==> src/rtl/vga_pkg.sv <==
// Shared types and the default 1024x768@60 raster timing.
package vga_pkg;

    typedef struct packed {
        logic [3:0] r;
        logic [3:0] g;
        logic [3:0] b;
    } rgb12_t;

    typedef logic [10:0] hcount_t;
    typedef logic [9:0]  vcount_t;

    localparam int   XVGA_H_ACTIVE = 1024;
    localparam int   XVGA_H_FP     = 24;
    localparam int   XVGA_H_SYNC   = 136;
    localparam int   XVGA_H_BP     = 160;
    localparam int   XVGA_V_ACTIVE = 768;
    localparam int   XVGA_V_FP     = 3;
    localparam int   XVGA_V_SYNC   = 6;
    localparam int   XVGA_V_BP     = 29;
    localparam logic XVGA_HS_POL   = 1'b0;
    localparam logic XVGA_VS_POL   = 1'b0;

endpackage

==> src/rtl/sync_delay.sv <==
// Fixed-depth shift register that realigns control bits with late pixel data.
// DEPTH=0 degenerates to a plain wire.
module sync_delay #(
    parameter int               WIDTH   = 1,
    parameter int               DEPTH   = 1,
    parameter logic [WIDTH-1:0] RST_VAL = '0
) (
    input  logic             clk,
    input  logic             rst,
    input  logic [WIDTH-1:0] d,
    output logic [WIDTH-1:0] q
);

    generate
        if (DEPTH == 0) begin : g_wire
            logic unused_clk_rst;
            assign unused_clk_rst = clk ^ rst;
            assign q = d;
        end else begin : g_shift
            logic [WIDTH-1:0] stages [DEPTH];

            // Shift one stage per clock; reset fills every stage with RST_VAL.
            always_ff @(posedge clk or posedge rst) begin
                if (rst) begin
                    for (int i = 0; i < DEPTH; i++) stages[i] <= RST_VAL;
                end else begin
                    stages[0] <= d;
                    for (int i = 1; i < DEPTH; i++) stages[i] <= stages[i-1];
                end
            end

            assign q = stages[DEPTH-1];
        end
    endgenerate

endmodule

==> src/rtl/xvga_timing_gen.sv <==
// Raster counter / sync generator for the pixel interface. The counters go to the
// game logic; the VGA pins are delayed so syncs line up with the returned pixels.
module xvga_timing_gen
    import vga_pkg::*;
#(
    parameter int   H_ACTIVE = XVGA_H_ACTIVE,
    parameter int   H_FP     = XVGA_H_FP,
    parameter int   H_SYNC   = XVGA_H_SYNC,
    parameter int   H_BP     = XVGA_H_BP,
    parameter int   V_ACTIVE = XVGA_V_ACTIVE,
    parameter int   V_FP     = XVGA_V_FP,
    parameter int   V_SYNC   = XVGA_V_SYNC,
    parameter int   V_BP     = XVGA_V_BP,
    parameter logic HS_POL   = XVGA_HS_POL,
    parameter logic VS_POL   = XVGA_VS_POL,
    parameter int   PIX_LAT  = 2
) (
    input  logic        pixel_clk_in,
    input  logic        rst_in,
    output logic [10:0] hcount_out,
    output logic [9:0]  vcount_out,
    output logic        blank_out,
    output logic        frame_done_out,
    input  logic [11:0] pixel_in,
    output logic [3:0]  vga_r_out,
    output logic [3:0]  vga_g_out,
    output logic [3:0]  vga_b_out,
    output logic        vga_hs_out,
    output logic        vga_vs_out
);

    localparam int H_TOTAL = H_ACTIVE + H_FP + H_SYNC + H_BP;
    localparam int V_TOTAL = V_ACTIVE + V_FP + V_SYNC + V_BP;

    // All raster compares are done at 32 bits so no parameter is truncated.
    localparam logic [31:0] H_LAST     = 32'(H_TOTAL - 1);
    localparam logic [31:0] V_LAST     = 32'(V_TOTAL - 1);
    localparam logic [31:0] H_ACT_W    = 32'(H_ACTIVE);
    localparam logic [31:0] V_ACT_W    = 32'(V_ACTIVE);
    localparam logic [31:0] HS_START   = 32'(H_ACTIVE + H_FP);
    localparam logic [31:0] HS_END     = 32'(H_ACTIVE + H_FP + H_SYNC);
    localparam logic [31:0] VS_START   = 32'(V_ACTIVE + V_FP);
    localparam logic [31:0] VS_END     = 32'(V_ACTIVE + V_FP + V_SYNC);

    logic [31:0] h_wide;
    logic [31:0] v_wide;
    logic        h_last;
    logic        v_last;
    logic        hs_level;
    logic        vs_level;
    logic        blank_dly;
    logic        hs_dly;
    logic        vs_dly;
    rgb12_t      pixel;

    assign h_wide = 32'(hcount_out);
    assign v_wide = 32'(vcount_out);
    assign h_last = (h_wide == H_LAST);
    assign v_last = (v_wide == V_LAST);

    // Raster counters: column every cycle, line on column wrap.
    always_ff @(posedge pixel_clk_in or posedge rst_in) begin
        if (rst_in) begin
            hcount_out <= '0;
            vcount_out <= '0;
        end else if (h_last) begin
            hcount_out <= '0;
            vcount_out <= v_last ? '0 : vcount_out + 10'd1;
        end else begin
            hcount_out <= hcount_out + 11'd1;
        end
    end

    // Decodes straight off the registered counters; vsync only moves at column 0.
    assign blank_out      = (h_wide >= H_ACT_W) || (v_wide >= V_ACT_W);
    assign frame_done_out = (h_wide == H_ACT_W) && (v_wide == V_ACT_W);
    assign hs_level       = ((h_wide >= HS_START) && (h_wide < HS_END)) ? HS_POL : ~HS_POL;
    assign vs_level       = ((v_wide >= VS_START) && (v_wide < VS_END)) ? VS_POL : ~VS_POL;

    sync_delay #(
        .WIDTH   (3),
        .DEPTH   (PIX_LAT),
        .RST_VAL ({1'b1, ~HS_POL, ~VS_POL})
    ) u_align (
        .clk (pixel_clk_in),
        .rst (rst_in),
        .d   ({blank_out, hs_level, vs_level}),
        .q   ({blank_dly, hs_dly, vs_dly})
    );

    assign pixel = pixel_in;

    // Pin register: pixel data is forced dark whenever the aligned blank is set.
    always_ff @(posedge pixel_clk_in or posedge rst_in) begin
        if (rst_in) begin
            vga_r_out  <= '0;
            vga_g_out  <= '0;
            vga_b_out  <= '0;
            vga_hs_out <= ~HS_POL;
            vga_vs_out <= ~VS_POL;
        end else begin
            vga_r_out  <= blank_dly ? 4'h0 : pixel.r;
            vga_g_out  <= blank_dly ? 4'h0 : pixel.g;
            vga_b_out  <= blank_dly ? 4'h0 : pixel.b;
            vga_hs_out <= hs_dly;
            vga_vs_out <= vs_dly;
        end
    end

endmodule

==> config.mk <==
export PLATFORM = sky130hd
export DESIGN_NAME = xvga_timing_gen
export DESIGN_NICKNAME = d
export VERILOG_FILES = /design/src/rtl/vga_pkg.sv /design/src/rtl/sync_delay.sv /design/src/rtl/xvga_timing_gen.sv
export SDC_FILE = /design/constraint.sdc
export NUM_CORES = 1
export LEC_CHECK = 0
export ABC_CLOCK_PERIOD_IN_PS = 2400
export BUFFER_PORTS_ARGS = -buffer_cell sky130_fd_sc_hd__buf_2
export CAP_MARGIN = 20
export CORE_MARGIN = 2
export CORE_UTILIZATION = 51
export CTS_BUF_LIST = sky130_fd_sc_hd__clkbuf_16
export DETAILED_ROUTE_END_ITERATION = 7
export PLACE_DENSITY = 0.78
export SLEW_MARGIN = 20
export SYNTH_ARGS = -nofsm -noshare
export SYNTH_HDL_FRONTEND = slang
export SYNTH_HIERARCHICAL = 1
export SYNTH_SLANG_ARGS = --single-unit
==> constraint.sdc <==
create_clock -name pixel_clk_in -period 2.4 [get_ports pixel_clk_in]
set_clock_uncertainty 0.2 [all_clocks]
set_input_delay 0.48 -clock pixel_clk_in [delete_from_list [all_inputs] [get_ports pixel_clk_in]]
set_output_delay 0.48 -clock pixel_clk_in [all_outputs]
set_load 0.02 [all_outputs]
==> flow_summary.toml, run 1 <==
[run_status]
outcome = "finished clean"

[synthesis]
synth_compound_gate_area_share_pct = 7.95
ys_warn_count = 6
post_synth_arst_share_pct = 100
synthDominantAreaCellType = "sky130_fd_sc_hd__dfrtp_1"
share_of_the_synthesized_area_in_the_top_cell_type_pct = 43.7
ys_ff_latch = 41
synthesis.area_per_instance_um2 = 11.0
yosys-top-cells-count = "sky130_fd_sc_hd__dfrtp_1, sky130_fd_sc_hd__nor2b_1, sky130_fd_sc_hd__nand2_1, sky130_fd_sc_hd__nand3_1, sky130_fd_sc_hd__nor2_1"
synth_enable_flop_cells = 0
post_synth_and_or_nand_nor_area_fraction_pct = 22.5
adder_cell_fraction_of_synth_area_pct = 3.98
ys_seq_area_share_pct = 54.9
synthXorXnorAreaFrac_pct = 3.71
synth_top_family_by_area = "simple AND/OR/NAND/NOR gates"
synthCells = 171
post_synth_num_cell_types = 44
yosys-top-cells-area = "sky130_fd_sc_hd__dfrtp_1, sky130_fd_sc_hd__dfstp_2, sky130_fd_sc_hd__nor2b_1, sky130_fd_sc_hd__ha_1, sky130_fd_sc_hd__nand3_1"
combined_area_of_all_synthesized_cells_um2 = 1890
yosysMostFrequentCell = "sky130_fd_sc_hd__dfrtp_1"
synthMuxAreaShare_pct = 1.33
ys.flop_type = "sky130_fd_sc_hd__dfrtp_1"
synth.net_count = 191

[detailed_routing]
dr.pass1.iters = 4
first_iter_violations = 61
vias_per_cell = 5.18
drc = 0
wl_um = 3770
ant_nets = 0
wl_per_cell_um = 13.7
via_count = 1425

[clock_tree]
numCtsBuffers = 5
clk_root_buffer_cell = "sky130_fd_sc_hd__clkbuf_16"
worst_skew_pair.late_latency_ns = 0.28
cts.clk_slew.worst_paths_ns = 0.06
clock_tree.htree_level_count = 2
tritoncts = "done"
maximum_buffer_depth_of_the_clock_tree = 2
tritoncts_num_sinks = 41

[final_layout]
fraction_of_the_core_area_covered_by_cells_at_the_end_of_the_flow_pct = 65.7
layout-area-overhead-vs-synth_pct = 25.5
num_antenna_cells = 0
area.sequential_um2 = 1040
fill_cells = 301
post_layout_net_count = 246
final_layout_size_suffix_gt1_share_pct = 37.9
multi_input_area_um2 = 773

[grt]
grt.overflow.total = 0
grt_use_total_pct = 19.8
number_of_global_route_vias_before_repair = 1354
initial_antenna_violation_count = 0
grt_first_pass_wirelength_um = 6420
grt_start_max_net_pins = 18

[worst_setup_path]
worst_setup_path_start_kind = "flop"
required_ns = 1.72
path_max_fanout = 3
worst-setup-path-type = "reg2out"
worstSetupEndpointType = "output pin"
timing.critical_path.arrival_ns = 1.67

[floorplan]
fp.dieH_um = 64.8
floorplan_row_count = 22
die_area_um2 = 4200
initial_core_util_pct = 52.4
core_area_um2 = 3610
die_w_um = 64.8
i_o_pins = 51

[placement]
placement.io_buffers = 50
place.detailed.hpwl_um = 2720
place_congestion = 0.848

[sta]
final_min_period_over_clock_period_pct = 98.1
timing.max_slew.rel_slack_pct = 67.4
maximum_clock_frequency_mhz = 425
slew_viol_final = 0
fin_tns_setup_ns = 0
rsz0062_at_grt = "yes"
tightest_slew_ns = 0.488
whs_ns = 0.155
report.final.hold_viol_count = 0
fin_crit_ns = 2.35
setup_viol = 0

[power_and_ir_drop]
fin_total_pwr_mw = 1.39
p_per_area_nw_per_um2 = 588
static-leakage-power_nw = 1.17
vdd_ir_drop_max_uv = 347

[flow_run]
drv_cap = 0

[hold_path]
hold_path.class = "reg2reg"
[layer usage]
metal | GRT usage (%) | wire, um | vias up
met5 | 0 | 0 | -
met4 | 5.05 | 32 | 0
met3 | 5.90 | 244 | 3
met2 | 30.9 | 1780 | 48
met1 | 27.1 | 1710 | 681
li1 | - | - | 693
[final cells by class]
type / count / area share, %
clock inverter: 3 / 0.739
multi-input combinational: 111 / 32.6
sequential: 41 / 43.8
clock buffer: 5 / 5.28
inverter: 7 / 1.11
timing repair buffer: 60 / 13.9
tap: 48 / 2.53
[registers in the layout (all words and copies together) (netlist names)]
name                    cells
vga_g_out                   4
u_align/g_shift.stages      3
vga_hs_out                  1
hcount_out                 11
u_align/q                   3
vga_b_out                   4
vcount_out                 10
vga_vs_out                  1
vga_r_out                   4
[stage by stage]
step	setup WS [ns]	instances	area, um2
5_1_grt	-0.0627	275	2370
6_report	0.0457	275	2370
3_3_place_gp	0.177	263	2170
3_5_place_dp	0.161	263	2170
2_1_floorplan	0.132	171	1890
4_1_cts	0.00203	275	2360
[cells by family (layout without fill, tap and decap cells)]
logic type / after synthesis / after routing
muxes: 2 / 2
DFF: 41 / 41
and+or+nand+nor: 72 / 72
buffers and inverters: 19 / 75
AOI/OAI and AO/OA: 23 / 23
adders and majority gates: 6 / 6
xor gates and xnor gates: 8 / 8
[report_power, final]
| group | leakage [nW] | internal [mW] | total, mW | switching, mW |
|---|---|---|---|---|
| combinational | 0.597 | 0.0226 | 0.0581 | 0.0356 |
| clock | 0.0696 | 0.380 | 0.631 | 0.250 |
| sequential | 0.501 | 0.702 | 0.705 | 0.00241 |
| total | 1.17 | 1.11 | 1.39 | 0.288 |
[timing repair]
item / 4_1_cts / 5_1_grt
buffers inserted: 3 / 0
gates resized for setup: 3 / 3
hold buffers: 1 / 0
hold endpoints to repair: 4 / 0
setup endpoints to repair: 1 / 1
pin swaps: 1 / 0
[worst paths after layout]
check	from	depth (start not counted)	slack, ns	endpoint
max	vcount_out[7]	5	0.05	frame_done_out
min	u_align/g_shift.stages[3]	0	0.16	u_align/q[0]
max reg2reg	hcount_out[0]	6	0.26	vcount_out[6]
min reg2reg	u_align/g_shift.stages[3]	0	0.16	u_align/q[0]
max in group asynchronous	rst_in	4	0.97	vcount_out[4]
min in group asynchronous	rst_in	3	0.49	hcount_out[7]
[worst max-delay path, stage by stage, from the launching register on]
cell,delay [ns]
sky130_fd_sc_hd__dfrtp_1,0.38
sky130_fd_sc_hd__or3_4,0.41
sky130_fd_sc_hd__nor3_4,0.13
sky130_fd_sc_hd__nand4_1,0.14
sky130_fd_sc_hd__nor4_2,0.16
sky130_fd_sc_hd__buf_4,0.17
[placed cells by master (no fill, tap or decap), types with 2 or more instances in the layout]
| cell type | instances |
|---|---|
| sky130_fd_sc_hd__buf_2 | 49 |
| sky130_fd_sc_hd__dfrtp_1 | 32 |
| sky130_fd_sc_hd__nor2b_1 | 13 |
| sky130_fd_sc_hd__nand2_1 | 12 |
| sky130_fd_sc_hd__nand3_1 | 11 |
| sky130_fd_sc_hd__nor2_1 | 10 |
| sky130_fd_sc_hd__buf_4 | 10 |
| sky130_fd_sc_hd__dfstp_2 | 8 |
| sky130_fd_sc_hd__inv_1 | 7 |
| sky130_fd_sc_hd__ha_1 | 6 |
| sky130_fd_sc_hd__and3_1 | 5 |
| sky130_fd_sc_hd__xnor2_1 | 5 |
| sky130_fd_sc_hd__a31oi_1 | 5 |
| sky130_fd_sc_hd__clkbuf_16 | 5 |
| sky130_fd_sc_hd__o21ai_0 | 4 |
| sky130_fd_sc_hd__a21o_1 | 3 |
| sky130_fd_sc_hd__xor2_1 | 3 |
| sky130_fd_sc_hd__nand4_1 | 3 |
| sky130_fd_sc_hd__a21oi_1 | 3 |
| sky130_fd_sc_hd__nand2b_1 | 2 |
| sky130_fd_sc_hd__and4_1 | 2 |
| sky130_fd_sc_hd__nor3b_1 | 2 |
| sky130_fd_sc_hd__clkinv_2 | 2 |
Note: power is estimated with default switching activity, not from simulation.
==> run 2, diff against run 1 <==
--- a/config.mk
+++ b/config.mk
@@ -6,12 +6,12 @@
 export NUM_CORES = 1
 export LEC_CHECK = 0
-export ABC_CLOCK_PERIOD_IN_PS = 2400
+export ABC_CLOCK_PERIOD_IN_PS = 3100
 export BUFFER_PORTS_ARGS = -buffer_cell sky130_fd_sc_hd__buf_2
 export CAP_MARGIN = 20
 export CORE_MARGIN = 2
-export CORE_UTILIZATION = 51
+export CORE_UTILIZATION = 55
 export CTS_BUF_LIST = sky130_fd_sc_hd__clkbuf_16
 export DETAILED_ROUTE_END_ITERATION = 7
-export PLACE_DENSITY = 0.78
+export PLACE_DENSITY = 0.83
 export SLEW_MARGIN = 20
 export SYNTH_ARGS = -nofsm -noshare
==> constraint.sdc (replaced) <==
create_clock -name pixel_clk_in -period 3.1 [get_ports pixel_clk_in]
set_clock_uncertainty 0.2 [all_clocks]
set_input_delay 0 -clock pixel_clk_in [delete_from_list [all_inputs] [get_ports pixel_clk_in]]
set_output_delay 0 -clock pixel_clk_in [all_outputs]
set_load 0.02 [all_outputs]
==> run 2 against run 1 <==
  * Count of clock-buffer cells in the layout stayed put
  * Sequential share of layout area fell by 0.60 points
  * Combinational power hardly changed
  * Register-to-register slack improved by 0.55 ns
  * Sequential cell count unchanged
  * Die area decreased by 6.8%
  * Cell count up 1.1%
  * Utilization is 6.8 points higher
  * Hold slack gained 0.0011 ns
  * Critical path type is now reg2reg
  * Critical endpoint is now vcount_out[3]
  * Largest cell class unchanged
==> flow_summary.toml, run 2 (synthesis results as in run 1) <==
[hold_path]
min-delay-start = "u_align/g_shift.stages[3]"
hold_path.class = "reg2reg"
whs_endpoint = "u_align/q[0]"
hold-path-cell-count = 0

[sta]
setup_viol = 0
fin_crit_ns = 2.29
timing.max_slew.rel_slack_pct = 66.7
final_min_period_over_clock_period_pct = 73.9
maximum_clock_frequency_mhz = 436
slew_viol_final = 0
tightest_slew_ns = 0.498
fin_tns_setup_ns = 0
rsz0062_at_grt = "no"
report.final.hold_viol_count = 0

[detailed_routing]
drc = 0
via_count = 1466
first_iter_violations = 74
ant_nets = 0
dr.pass1.iters = 4
vias_per_cell = 5.27
wl_per_cell_um = 14.7
wl_um = 4090

[clock_tree]
clk_root_buffer_cell = "sky130_fd_sc_hd__clkbuf_16"
cts.clk_slew.worst_paths_ns = 0.06
tritoncts = "done"
numCtsBuffers = 5
tritoncts_num_sinks = 41
worst_skew_pair.late_latency_ns = 0.28
gates_resized_cts_repair = 0
clock_tree.htree_level_count = 2
maximum_buffer_depth_of_the_clock_tree = 2

[final_layout]
layout-area-overhead-vs-synth_pct = 27.1
fraction_of_the_core_area_covered_by_cells_at_the_end_of_the_flow_pct = 72.5
largest_register_ffs = 11
finish.instance_area_um2 = 2400
mostFrequentLayoutCells = "sky130_fd_sc_hd__buf_2, sky130_fd_sc_hd__dfrtp_1, sky130_fd_sc_hd__dlygate4sd3_1, sky130_fd_sc_hd__nor2b_1, sky130_fd_sc_hd__nand2_1"
max_flop_register = "hcount_out"
mostFrequentLayoutCell = "sky130_fd_sc_hd__buf_2"
stdcell_count = 278
post_layout_net_count = 251
num_antenna_cells = 0
fill_cells = 259
top_regs = "hcount_out x11, vcount_out x10"
final_layout_size_suffix_gt1_share_pct = 30.6

[floorplan]
die_w_um = 62.6
die_area_um2 = 3920
fp.dieH_um = 62.6
floorplan_row_count = 21
initial_core_util_pct = 57.0
core_area_um2 = 3310
i_o_pins = 51

[power_and_ir_drop]
static-leakage-power_nw = 1.18
fin_total_pwr_mw = 1.09
p_per_area_nw_per_um2 = 452
vdd_ir_drop_max_uv = 403

[worst_setup_path]
worst-setup-path-type = "reg2reg"
critPathSlowestCell = "sky130_fd_sc_hd__and3_1"
worstSetupEndpointType = "flop"
worstPathCellList = "ha_1 -> and3_1 -> and3_1 -> nand4_2 -> mux2_4"
cp_common_cell = "sky130_fd_sc_hd__and3_1"
path_max_fanout = 14
required_ns = 3.06
reg2reg_slack_ns = 0.81
critical_path.reg2reg.endpoint = "vcount_out[3]"
ff2ff_path_depth = 5
rr_startpoint = "hcount_out[0]"
worst_setup_path_start_kind = "flop"
timing.critical_path.arrival_ns = 2.25
critical_path.max_stage_delay_ns = 0.52

[placement]
place.detailed.hpwl_um = 2650
place_congestion = 0.799
placed_cells_incl_taps = 256
placement.cell_area_um2 = 2120
placement.io_buffers = 50

[run_status]
outcome = "finished clean"

[grt]
grt_use_total_pct = 23.2
grt_first_pass_wirelength_um = 6960
initial_antenna_violation_count = 0
grt_start_max_net_pins = 32
grt.overflow.total = 0
number_of_global_route_vias_before_repair = 1403

[flow_run]
drv_cap = 0
run 2: worst max path at each step:
stage                              from       endpoint  slack, ns  cells past startpoint
after global routing      hcount_out[0]  vcount_out[3]       0.65                      5
after CTS                 hcount_out[0]  vcount_out[3]       0.79                      5
after floorplan           hcount_out[0]  vcount_out[3]       1.06                      7
after detailed placement  hcount_out[0]  vcount_out[3]       0.80                      5
final                     hcount_out[0]  vcount_out[3]       0.81                      5
after global placement    hcount_out[0]  vcount_out[3]       0.91                      5
run 2: area by class of cell:
| class | instances | area (um2) | share of cell area [%] |
|---|---|---|---|
| Sequential cell | 41 | 1040 | 43.2 |
| Multi-Input combinational cell | 111 | 744 | 31.0 |
| Timing Repair Buffer | 65 | 398 | 16.6 |
| Clock buffer | 5 | 125 | 5.21 |
| Tap cell | 46 | 57.6 | 2.40 |
| Inverter | 7 | 26.3 | 1.09 |
| Clock inverter | 3 | 12.5 | 0.521 |
run 2: metrics by stage:
stage	hold slack, ns	worst slack [ns]
finish	0.156	0.809
global route	0.158	0.650
CTS	0.158	0.792
detailed placement	-0.283	0.802
global placement	-0.288	0.905
floorplan	-0.201	1.06
run 2: what timing repair did:
item | in CTS | in global routing
hold endpoints to repair | 53 | 0
setup buffers | 0 | 0
hold buffers | 14 | 0
run 2: power by group:
group | internal, mW | switching, mW | total, mW
Combinational | 0.0273 | 0.0305 | 0.0578
Sequential | 0.544 | 0.00206 | 0.546
Clock | 0.291 | 0.191 | 0.482
run 2: critical path: cells and delay by family, from the launching register on:
kind          cells  cell delay [ns]
fa+ha+maj         1             0.22
flops             1             0.42
mux               1             0.32
simple gates      3             1.02
run 2: layer usage:
layer	part of all wire [%]	global-route usage [%]
met2	51	38.7
met4	1.2	6.67
met3	5.7	6.31
met5	0	0
met1	42	29.7
==> run 3, diff against run 2 <==
- ABC_AREA: default -> 1
- ABC_CLOCK_PERIOD_IN_PS: 3100 -> 2400
- CORE_UTILIZATION: 55 -> 52
- PLACE_DENSITY: 0.83 -> 0.79
- clock period: 3.1 -> 2.4 ns (I/O delays scaled with it)
==> run 3 against run 2 <==
  * Final area increased by 5.5%
  * Critical path depth unchanged
  * Die area increased by 9.4%
  * First-iteration DRC count increased by 57%
  * Synthesized cell count increased by 36%
  * Sequential share of layout area decreased by 2.3 points
  * Cell count increased by 24%
  * Largest power group is now clock
==> flow_summary.toml, run 3 <==
[floorplan]
die_area_um2 = 4290
floorplan_row_count = 22
core_area_um2 = 3660
die_w_um = 65.5
i_o_pins = 51
initial_core_util_pct = 53.7
fp.dieH_um = 65.5

[synthesis]
synth_enable_flop_cells = 0
combined_area_of_all_synthesized_cells_um2 = 1970
synth.net_count = 253
synthesis.area_per_instance_um2 = 8.44
post_synth_arst_share_pct = 100
ys.flop_type = "sky130_fd_sc_hd__dfrtp_1"
ys_seq_area_share_pct = 52.7
synthDominantAreaCellType = "sky130_fd_sc_hd__dfrtp_1"
synthCells = 233
ys_ff_latch = 41
share_of_the_synthesized_area_in_the_top_cell_type_pct = 42.0
yosys-top-cells-area = "sky130_fd_sc_hd__dfrtp_1, sky130_fd_sc_hd__dfstp_2, sky130_fd_sc_hd__inv_1, sky130_fd_sc_hd__nand2_1, sky130_fd_sc_hd__nor2_1"
yosys-top-cells-count = "sky130_fd_sc_hd__inv_1, sky130_fd_sc_hd__nand2_1, sky130_fd_sc_hd__nor2_1, sky130_fd_sc_hd__dfrtp_1, sky130_fd_sc_hd__nand3_1"
yosysMostFrequentCell = "sky130_fd_sc_hd__inv_1"
ys_warn_count = 6
post_synth_num_cell_types = 21

[flow_run]
drv_cap = 0

[clock_tree]
numCtsBuffers = 5
worst_skew_pair.late_latency_ns = 0.28
clk_root_buffer_cell = "sky130_fd_sc_hd__clkbuf_16"
maximum_buffer_depth_of_the_clock_tree = 2
clock_tree.htree_level_count = 2
gates_resized_cts_repair = 0
cts.clk_slew.worst_paths_ns = 0.06
tritoncts = "done"
tritoncts_num_sinks = 41

[detailed_routing]
drc = 0
dr.pass1.iters = 4
via_count = 1718
wl_per_cell_um = 13.0
ant_nets = 0
vias_per_cell = 4.97
wl_um = 4510
first_iter_violations = 116

[power_and_ir_drop]
vdd_ir_drop_max_uv = 332
p_per_area_nw_per_um2 = 604
static-leakage-power_nw = 1.37
fin_total_pwr_mw = 1.53

[worst_setup_path]
path_max_fanout = 15
ff2ff_path_depth = 5
worst-setup-path-type = "reg2reg"
worstSetupEndpointType = "flop"
worst-path-buf-inv = 1
critPathSlowestCell = "sky130_fd_sc_hd__nor3_4"
critical_path_depth = 5
timing.critical_path.arrival_ns = 2.01
critical-path-top-delay-family = "simple AND/OR/NAND/NOR gates"
required_ns = 2.40
worstPathCellList = "ha_1 -> nand3_4 -> nor3_4 -> inv_1 -> o21ai_1"
worst_setup_path_start_kind = "flop"
critical_path.max_stage_delay_ns = 0.48

[grt]
initial_antenna_violation_count = 0
gr-usage-met2_pct = 42.1
grt_start_max_net_pins = 24
grt_util_met3_pct = 4.45
groute.layer.met1.usage_pct = 28.8
grt_use_total_pct = 23.8
number_of_global_route_vias_before_repair = 1747
grt.overflow.total = 0
grt_first_pass_wirelength_um = 7710
top_usage_layer = "met2"

[placement]
dp_worst_slack_ns = 0.419
placement.io_buffers = 50
place_congestion = 0.882
place.detailed.hpwl_um = 3010

[sta]
tightest_slew_ns = 0.523
slew_viol_final = 0
fin_crit_ns = 2.02
report.final.hold_viol_count = 0
rsz0062_at_grt = "no"
timing.max_slew.rel_slack_pct = 65.1
worst_setup_slack_after_layout_ns = 0.382
setup_viol = 0
maximum_clock_frequency_mhz = 496
final_min_period_over_clock_period_pct = 84.1
fin_tns_setup_ns = 0

[final_layout]
max_flop_register = "hcount_out"
largest_register_ffs = 11
mostFrequentLayoutCells = "sky130_fd_sc_hd__buf_2, sky130_fd_sc_hd__inv_1, sky130_fd_sc_hd__nand2_1, sky130_fd_sc_hd__nor2_1, sky130_fd_sc_hd__dfrtp_1"
final_layout_size_suffix_gt1_share_pct = 22.8
fraction_of_the_core_area_covered_by_cells_at_the_end_of_the_flow_pct = 69.2
layout-area-overhead-vs-synth_pct = 28.8
post_layout_net_count = 317
top_regs = "hcount_out x11, vcount_out x10"
mostFrequentLayoutCell = "sky130_fd_sc_hd__buf_2"
num_antenna_cells = 0

[hold_path]
hold_path.class = "in2async"

[run_status]
outcome = "finished clean"
==> run 3: path summary, 6_finish.rpt <==
check,from,end,slack (ns)
max,hcount_out[0],vcount_out[4],0.38
max in group asynchronous,rst_in,hcount_out[5],1.19
min reg2reg,u_align/q[0],vga_vs_out,0.15
min in group pixel_clk_in,u_align/q[0],vga_vs_out,0.15
min,rst_in,vcount_out[5],0.12
max reg2reg,hcount_out[0],vcount_out[4],0.38
==> run 3: metrics by stage <==
stage               cell area (um2)  hold slack [ns]  cells
finish                         2530            0.119    346
global route                   2530            0.161    346
CTS                            2530            0.129    346
detailed placement             2240           -0.123    325
global placement               2240           -0.137    325
floorplan                      1970           -0.201    233
==> run 3: layout make-up <==
| class | instances | area (um2) |
|---|---|---|
| inverters | 49 | 184 |
| repair buffers | 64 | 388 |
| well taps | 48 | 60.1 |
| clock inverters | 3 | 41.3 |
| fillers | 286 | 1130 |
| multi-input cells | 136 | 698 |
| flip-flops and latches | 41 | 1040 |
| clock buffers | 5 | 125 |
==> run 3: per-layer routing <==
metal  up-vias  wire length, um
met2        62             2220
li1        837                -
met5         -                0
met1       807             1960
met4         0              110
met3        12              223
==> run 3: kinds of logic after synthesis <==
kind of cell,share of synthesized area [%]
fa+ha+maj,3.82
compound gates,3.50
xor+xnor,3.56
flops,52.7
simple gates,24.6
buf+inv,11.8
==> run 3: what timing repair did <==
action | 4_1_cts | 5_1_grt
hold endpoints to repair | 30 | 0
setup endpoints to repair | 0 | 0
hold buffers | 13 | 0
buffers inserted | 0 | 0
==> run 3: tightest hold or removal path, cell delays in order <==
cell and delay [ns]:
sky130_fd_sc_hd__dlygate4sd3_1 0.54, sky130_fd_sc_hd__buf_2 0.13, sky130_fd_sc_hd__inv_1 0.39
==> run 3: power breakdown <==
part	internal (mW)	switching, mW
Combinational	0.0327	0.0432
Sequential	0.702	0.00226
Clock	0.486	0.263
